## config.mk

```make
export PLATFORM = sky130hd
export DESIGN_NAME = pulse_decoder_3to8_flat
export DESIGN_NICKNAME = d
export VERILOG_FILES = /design/src/rtl/pulse_decoder_3to8_if.sv /design/src/rtl/pulse_decoder_3to8.sv /design/src/flat_wrapper.sv
export SDC_FILE = /design/constraint.sdc
export NUM_CORES = 1
export LEC_CHECK = 0
export ABC_AREA = 1
export BUFFER_PORTS_ARGS = -buffer_cell sky130_fd_sc_hd__buf_4
export CELL_PAD_IN_SITES_DETAIL_PLACEMENT = 1
export CELL_PAD_IN_SITES_GLOBAL_PLACEMENT = 2
export CORE_UTILIZATION = 28
export DETAILED_ROUTE_END_ITERATION = 7
export PLACE_DENSITY = 0.76
export SLEW_MARGIN = 20
export SYNTH_ARGS = -nofsm -noshare
export SYNTH_HDL_FRONTEND = slang
export SYNTH_SLANG_ARGS = --single-unit
```

## constraint.sdc

```tcl
create_clock -name clk -period 1.48 [get_ports clk]
set_input_delay 0.222 -clock clk [delete_from_list [all_inputs] [get_ports clk]]
set_output_delay 0.222 -clock clk [all_outputs]
set_load 0.01 [all_outputs]
```

## src/rtl/pulse_decoder_3to8_if.sv

```systemverilog
// rtl/pulse_decoder_3to8_if.sv - code input handshake and one-hot output bundle for pulse_decoder_3to8
interface pulse_decoder_3to8_if #(
    parameter int SEL_W = 3
);
    localparam int OUT_W = 2**SEL_W;

    logic [SEL_W-1:0] in_code;
    logic             in_valid;
    logic             in_ready;
    logic [OUT_W-1:0] out;
    logic             out_valid;

    modport master (
        output in_code,
        output in_valid,
        input  in_ready,
        input  out,
        input  out_valid
    );

    modport slave (
        input  in_code,
        input  in_valid,
        output in_ready,
        output out,
        output out_valid
    );
endinterface

```

## src/rtl/pulse_decoder_3to8.sv

```systemverilog
// rtl/pulse_decoder_3to8.sv - registered 3-to-8 one-hot pulse decoder with a 2-entry input FIFO
module pulse_decoder_3to8 #(
    parameter int SEL_W       = 3,
    parameter int HOLD_CYCLES = 4,
    parameter int GAP_CYCLES  = 1
) (
    input  logic                 clk,
    input  logic                 rst,
    input  logic                 en,
    pulse_decoder_3to8_if.slave  bus,
    output logic                 busy
);
    localparam int OUT_W  = 2**SEL_W;
    localparam int CNT_W  = (HOLD_CYCLES > 1) ? $clog2(HOLD_CYCLES) : 1;
    localparam int GCNT_W = (GAP_CYCLES > 1) ? $clog2(GAP_CYCLES) : 1;
    localparam logic [CNT_W-1:0]  HOLD_LOAD = CNT_W'(HOLD_CYCLES - 1);
    localparam logic [GCNT_W-1:0] GAP_LOAD  = GCNT_W'((GAP_CYCLES > 0) ? GAP_CYCLES - 1 : 0);

    typedef enum logic [1:0] {S_IDLE, S_DRIVE, S_GAP} state_t;

    state_t            state_q, state_d;
    logic [CNT_W-1:0]  cnt_q, cnt_d;
    logic [GCNT_W-1:0] gcnt_q, gcnt_d;
    logic [OUT_W-1:0]  out_q, out_d;
    logic              out_valid_q;

    logic [SEL_W-1:0]  mem_q [2];
    logic              rd_ptr_q, wr_ptr_q;
    logic [1:0]        count_q;

    logic              fifo_empty, fifo_full, push, pop;
    logic [OUT_W-1:0]  head_onehot;

    assign fifo_empty   = (count_q == 2'd0);
    assign fifo_full    = (count_q == 2'd2);
    assign bus.in_ready = en && !fifo_full;
    assign push         = bus.in_valid && bus.in_ready;
    assign head_onehot  = OUT_W'(1) << mem_q[rd_ptr_q];
    assign bus.out       = out_q;
    assign bus.out_valid = out_valid_q;
    assign busy          = (state_q != S_IDLE) || !fifo_empty;

    always_comb begin
        state_d = state_q;
        cnt_d   = cnt_q;
        gcnt_d  = gcnt_q;
        out_d   = out_q;
        pop     = 1'b0;
        if (!en) begin
            // Dropping enable aborts the pulse but leaves queued codes in place.
            state_d = S_IDLE;
            cnt_d   = '0;
            gcnt_d  = '0;
            out_d   = '0;
        end else begin
            case (state_q)
                S_IDLE: begin
                    out_d = '0;
                    if (!fifo_empty) begin
                        pop     = 1'b1;
                        out_d   = head_onehot;
                        cnt_d   = HOLD_LOAD;
                        state_d = S_DRIVE;
                    end
                end
                S_DRIVE: begin
                    if (cnt_q != '0) begin
                        cnt_d = cnt_q - CNT_W'(1);
                    end else if (GAP_CYCLES == 0 && !fifo_empty) begin
                        pop   = 1'b1;
                        out_d = head_onehot;
                        cnt_d = HOLD_LOAD;
                    end else if (GAP_CYCLES == 0) begin
                        out_d   = '0;
                        state_d = S_IDLE;
                    end else begin
                        out_d   = '0;
                        gcnt_d  = GAP_LOAD;
                        state_d = S_GAP;
                    end
                end
                S_GAP: begin
                    out_d = '0;
                    if (gcnt_q != '0) gcnt_d = gcnt_q - GCNT_W'(1);
                    else              state_d = S_IDLE;
                end
                default: begin
                    out_d   = '0;
                    state_d = S_IDLE;
                end
            endcase
        end
    end

    always_ff @(posedge clk or posedge rst) begin
        if (rst) begin
            state_q     <= S_IDLE;
            cnt_q       <= '0;
            gcnt_q      <= '0;
            out_q       <= '0;
            out_valid_q <= 1'b0;
            mem_q[0]    <= '0;
            mem_q[1]    <= '0;
            rd_ptr_q    <= 1'b0;
            wr_ptr_q    <= 1'b0;
            count_q     <= 2'd0;
        end else begin
            state_q     <= state_d;
            cnt_q       <= cnt_d;
            gcnt_q      <= gcnt_d;
            out_q       <= out_d;
            out_valid_q <= |out_d;
            if (push) begin
                mem_q[wr_ptr_q] <= bus.in_code;
                wr_ptr_q        <= ~wr_ptr_q;
            end
            if (pop) rd_ptr_q <= ~rd_ptr_q;
            count_q <= count_q + {1'b0, push} - {1'b0, pop};
        end
    end
endmodule

```

## src/flat_wrapper.sv

```systemverilog
// flat-port wrapper written by rule: the top's interface ports become plain ports
module pulse_decoder_3to8_flat 
#(
    parameter int SEL_W       = 3,
    parameter int HOLD_CYCLES = 4,
    parameter int GAP_CYCLES  = 1
)
  (clk, rst, en, busy, bus_in_code, bus_in_valid, bus_in_ready, bus_out, bus_out_valid);
  pulse_decoder_3to8_if #(.SEL_W(SEL_W)) bus_i ();
  input  logic clk;
  input  logic rst;
  input  logic en;
  output logic busy;
  input wire logic [$bits(bus_i.in_code)-1:0] bus_in_code;
  input wire logic [$bits(bus_i.in_valid)-1:0] bus_in_valid;
  output wire logic [$bits(bus_i.in_ready)-1:0] bus_in_ready;
  output wire logic [$bits(bus_i.out)-1:0] bus_out;
  output wire logic [$bits(bus_i.out_valid)-1:0] bus_out_valid;
  assign bus_i.in_code = bus_in_code;
  assign bus_i.in_valid = bus_in_valid;
  assign bus_in_ready = bus_i.in_ready;
  assign bus_out = bus_i.out;
  assign bus_out_valid = bus_i.out_valid;
  pulse_decoder_3to8 #(.SEL_W(SEL_W), .HOLD_CYCLES(HOLD_CYCLES), .GAP_CYCLES(GAP_CYCLES)) u_core (.clk(clk), .rst(rst), .en(en), .bus(bus_i), .busy(busy));
endmodule
```

== Word level (Yosys, flattened, before mapping) ==
Index checks and enable logic that the tools add are counted.

* Order comparisons: 3
* Muxes and demuxes: 26
* Bitwise gates (word level): 4
* Equality and inequality tests: 9
* Reductions and logical operators: 14
* Shift-type cells: 1
* $add $sub $neg: 4

{| class="wikitable"
|+ Operators by type and width
! cell !! count
|-
| two-way mux 8 bit || 3
|-
| case mux 8 bit (2 select lines) || 1
|-
| two-way mux 2 bit || 7
|-
| two-way mux 3 bit || 4
|-
| inequality test 3 bit, second input constant || 3
|-
| OR reduction 8 bit || 1
|-
| << shifter 1 x 3 -> 8 bit, first input constant || 1
|-
| bitwise mux 6 bit || 1
|-
| two-way mux 1 bit || 6
|-
| inequality test 3 x 1 -> 1 bit, second input constant || 2
|-
| case mux 2 bit (3 select lines) || 1
|-
| AND reduction 3 bit || 2
|-
| equality test 2 bit, second input constant || 2
|-
| >= comparator 2 bit, second input constant || 2
|-
| logical NOT 2 bit || 2
|-
| NOT 1 -> 2 bit || 2
|-
| case mux 2 bit (2 select lines) || 1
|-
| nonzero test 2 bit || 2
|-
| demux 3 bit (select 1 bit) || 1
|-
| logical AND 1 bit || 3
|-
| inequality test 3 x 2 -> 1 bit, second input constant || 1
|-
| adder 2 x 1 -> 2 bit || 1
|-
| equality test 2 x 1 -> 1 bit, second input constant || 1
|-
| logical NOT 1 bit || 2
|-
| 8 further kinds || 9
|}

* Bits of input ports: 7
* Register bits: 24
* Output and inout port bits: 11
* Logic and storage cells: 71

== Longest topological paths before layout ==
* Depth in word-level cells: 9
* Gate-level depth with buffers: 10
* Gate-level depth less buffers: 10

== Worst setup path after synthesis ==
No wires, ideal clock.

* Kind: flip-flop to flip-flop
* Start: register u_core.count_q[1]
* End: register u_core.count_q[1]
* Data arrival time: 1.460 ns
* Required time: 1.351 ns
* Setup slack: -0.108 ns
* Path buffers: 0
* Cell stages (with the launch flop): 10
* Setup time: 0.129 ns
* Clock period less this slack: 1.588 ns
* Cells stage by stage: dfrtp_1 > nor2_1 > nor2_1 > nand2_1 > inv_1 > ha_1 > inv_1 > ha_1 > xnor2_1 > xor2_1

* Elaborated cells on any way between the ends: 10
* Those cells by class: add/sub (2); eq/ne (1); mux (3); reduce/logical (4)

{| class="wikitable"
|+ RTL lines
! element !! RTL line !! source
|-
| from (decl) || pulse_decoder_3to8.sv:29 || <nowiki>logic [1:0] count_q;</nowiki>
|-
| from (signal assigned) || pulse_decoder_3to8.sv:118 || <nowiki>count_q <= count_q + {1'b0, push} - {1'b0, pop};</nowiki>
|-
| logical NOT 2 bit || pulse_decoder_3to8.sv:34 || <nowiki>assign fifo_empty = (count_q == 2'd0);</nowiki>
|-
| two-way mux 1 bit || pulse_decoder_3to8.sv:59 || <nowiki>if (!fifo_empty) begin</nowiki>
|-
| two-way mux 1 bit || pulse_decoder_3to8.sv:56 || <nowiki>case (state_q)</nowiki>
|-
| two-way mux 1 bit || pulse_decoder_3to8.sv:49 || <nowiki>if (!en) begin</nowiki>
|-
| named net u_core.pop || pulse_decoder_3to8.sv:31 || <nowiki>logic fifo_empty, fifo_full, push, pop;</nowiki>
|-
| subtractor 2 x 1 -> 2 bit || pulse_decoder_3to8.sv:118 ||
|}

The timed path passes the listed nets, and every way through them passes these cells.
A chain may end at the register's enable or synchronous reset.

== Worst setup path after layout ==
* Start: register u_core.count_q[1]
* End: output bus_in_ready

* Longest elaborated chain between the ends: 3

{| class="wikitable"
|+ RTL lines
! element !! RTL line !! source
|-
| equality test 2 bit || pulse_decoder_3to8.sv:35 || <nowiki>assign fifo_full = (count_q == 2'd2);</nowiki>
|-
| logical NOT 1 bit || pulse_decoder_3to8.sv:36 || <nowiki>assign bus.in_ready = en && !fifo_full;</nowiki>
|-
| logical AND 1 bit || pulse_decoder_3to8.sv:36 ||
|-
| to (decl) || flat_wrapper.sv:16 || <nowiki>output wire logic [$bits(bus_i.in_ready)-1:0] bus_in_ready;</nowiki>
|}

No other way between the ends.

==> results.yml <==
run_status:
  status: "complete, but fails checks"
  violations: "hold timing, setup timing"
routing:
  wirelength_um: 2820
  remaining_drc_errors: 0
  via_per_inst: 4.41
  drtIter0Drc: 16
  vias: 1093
  wl_per_cell_um: 11.4
  firstDrtPassIters: 2
  drtAntennaViolNets: 0
cts:
  clock_sinks: 23
  insertion_delay_ns: 0.27
  cts_tree: "done"
  path_clk_slew_ns: 0.09
  cts.htree.levels: 1
  clock_path_buffers: 2
  numCtsBuffers: 3
  root_buffer: "clkbuf_8"
floorplan:
  core-area_sq_um: 4090
  rows: 23
  pin_count: 18
  dieArea_sq_um: 4590
  fp.dieH_um: 67.7
  initial_core_util: 0.296
  die_w_um: 67.7
yosys:
  synthCells: 161
  netlist_area_sq_um: 1210
  ys_seq_area_frac: 0.476
  syn-mean-instance-area_sq_um: 7.51
  yosys_warnings: 0
  async_flop_share: 1.00
  yosysUniqueCellTypes: 17
  yosysTopAreaCell: "dfrtp_1"
  yosysTopAreaCellShare: 0.476
  synth-seq-cells: 23
  synth_edf_count: 0
  netlist_top_cells_area: "dfrtp_1 (48%), nand2_1 (18%), inv_1 (8.7%)"
  synth_top_flop_cell: "dfrtp_1"
  synthesis.nets: 171
timing:
  period_needed_ns: 1.60
  finalWorstSetupSlack_ns: -0.122
  slew_headroom: 0.792
  fin_skew_ns: 0.00532
  grt_setup_unrepaired: "true"
  finalMaxSlewViolations: 0
  finalSetupViolations: 11
  finalHoldViolCount: 13
  finalCritPeriodShare: 1.08
  tightest_slew_ns: 0.312
  timing.hold.ws_ns: -0.00323
  fmax_ghz: 0.624
finish:
  insertedDiodeCount: 0
  final_nets: 209
  drive_gt1_frac: 0.323
  layout.cells.non_filler: 248
  n_fill_cell: 528
  syn_to_final_growth_pct: 33.1
grt:
  grt_pass1_wl_um: 4810
  grt_pass1_vias: 1155
  grt_max_degree: 24
  antenna_found_initial: 0
  track_usage: 0.144
  grt_overflow_total: 0
placement:
  io_buffer_count: 17
  dp_hpwl_um: 2190
  place_inst: 237
  gp_congestion: 0.680
worst_setup_path:
  required_ns: 1.26
  r2r_start: "u_core.count_q[1]$_DFF_PP0_"
  rr_endpoint: "u_core.count_q[1]$_DFF_PP0_"
  cp-start-kind: "flip-flop"
  reg2reg_depth: 9
  end_kind: "output port"
  cp_max_fo: 2
  path_class: "reg -> out"
  crit_arrival_ns: 1.38
  rrSetupSlack_ns: -0.12
power_and_ir_drop:
  ir_drop_v: 0.000672
  p_per_area_nw_per_um2: 2030
  leakage_nw: 0.933
min_path:
  hp-class: "in -> async"
flow_run:
  maxCapViolCount: 0
==> flip-flops by register name (all words and copies together), names as in the netlist <==
| name | count |
|---|---|
| u_core.bus.out | 8 |
| u_core.mem_q | 6 |
| u_core.cnt_q | 2 |
| u_core.count_q | 2 |
| u_core.state_q | 2 |
| u_core.bus.out_valid | 1 |
| u_core.rd_ptr_q | 1 |
| u_core.wr_ptr_q | 1 |
==> layout by cell type (no fill, tap or decap), drive strengths merged, types with 3 or more instances in the layout <==
cell | Yosys | final
dfrtp | 23 | 23
ha | 3 | 3
o21ai | 9 | 9
nand3 | 4 | 4
nor2 | 21 | 21
xor2 | 3 | 3
inv | 29 | 29
nand2 | 64 | 64
buf | 1 | 34
clkbuf | 0 | 3
==> logic make-up after synthesis <==
logic type	synth area share
simple gates	0.314
fa+ha+maj	0.0310
buf+inv	0.0993
xor+xnor	0.0290
flops	0.476
compound gates	0.0507
==> timing repair <==
item | CTS | global route
setup endpoints to repair | 1 | 11
hold buffers | 0 | 0
pin swaps | 4 | 11
setup buffers | 3 | 4
gates resized for setup | 5 | 13
==> synthesized netlist by cell type (3+ instances only) <==
cell,n
nor2_1,14
ha_1,3
xor2_1,3
nor2_2,6
inv_1,28
nand3_1,4
o21ai_0,9
dfrtp_1,23
nand2_2,5
nand2_1,59
==> stage by stage <==
| stage | utilization | setup slack [ns] | power (mW) | setup TNS [ns] | area, sq um |
|---|---|---|---|---|---|
| floorplan | - | -0.0821 | 2.10 | -0.0821 | 1220 |
| global placement | 0.361 | -0.0718 | 2.61 | -0.0718 | 1470 |
| detailed placement | 0.361 | -0.125 | 2.68 | -0.125 | 1470 |
| CTS | 0.382 | -0.0988 | 3.19 | -0.101 | 1560 |
| global route | 0.394 | -0.223 | 3.61 | -1.49 | 1610 |
| finish | 0.394 | -0.122 | 3.27 | -0.473 | 1610 |
==> metal layers <==
metal	wire length (um)	track usage	vias to the layer above
li1	-	-	548
met1	1200	0.166	525
met2	1490	0.259	15
met3	76	0.0253	5
met4	43	0.0559	0
met5	0	0	-
==> critical path, cell delays in order (launching register included) <==
cell and delay (ns):
dfrtp_1 0.39, buf_4 0.14, buf_6 0.10, buf_4 0.13, a21boi_2 0.13, buf_4 0.12
buf_4 0.10
==> worst max path at each step <==
stage,slack (ns),from,cells past startpoint,to
4_1_cts,-0.1,u_core.count_q[1]$_DFF_PP0_,9,u_core.count_q[1]$_DFF_PP0_
3_5_place_dp,-0.12,u_core.count_q[0]$_DFF_PP0_,9,u_core.count_q[1]$_DFF_PP0_
5_1_grt,-0.22,u_core.count_q[1]$_DFF_PP0_,9,u_core.count_q[1]$_DFF_PP0_
3_3_place_gp,-0.07,u_core.count_q[0]$_DFF_PP0_,9,u_core.count_q[1]$_DFF_PP0_
2_1_floorplan,-0.08,u_core.count_q[1]$_DFF_PP0_,9,u_core.count_q[1]$_DFF_PP0_
6_report,-0.12,u_core.count_q[1]$_DFF_PP0_,6,bus_in_ready
==> cell type report <==
type | count | area (sq um) | area share
Clock inverter | 1 | 5.00 | 0.00311
Timing Repair Buffer | 34 | 263 | 0.163
Inverter | 29 | 109 | 0.0676
Multi-Input combinational cell | 108 | 554 | 0.344
Sequential cell | 23 | 576 | 0.357
Tap cell | 50 | 62.6 | 0.0389
Clock buffer | 3 | 41.3 | 0.0256
==> where the power goes <==
group	leakage, nW	internal [mW]	switching (mW)
Clock	0.0255	0.188	0.211
Combinational	0.613	0.813	1.02
Sequential	0.295	0.882	0.157
Total	0.933	1.88	1.39
Note: power is estimated with default switching activity, not from simulation.
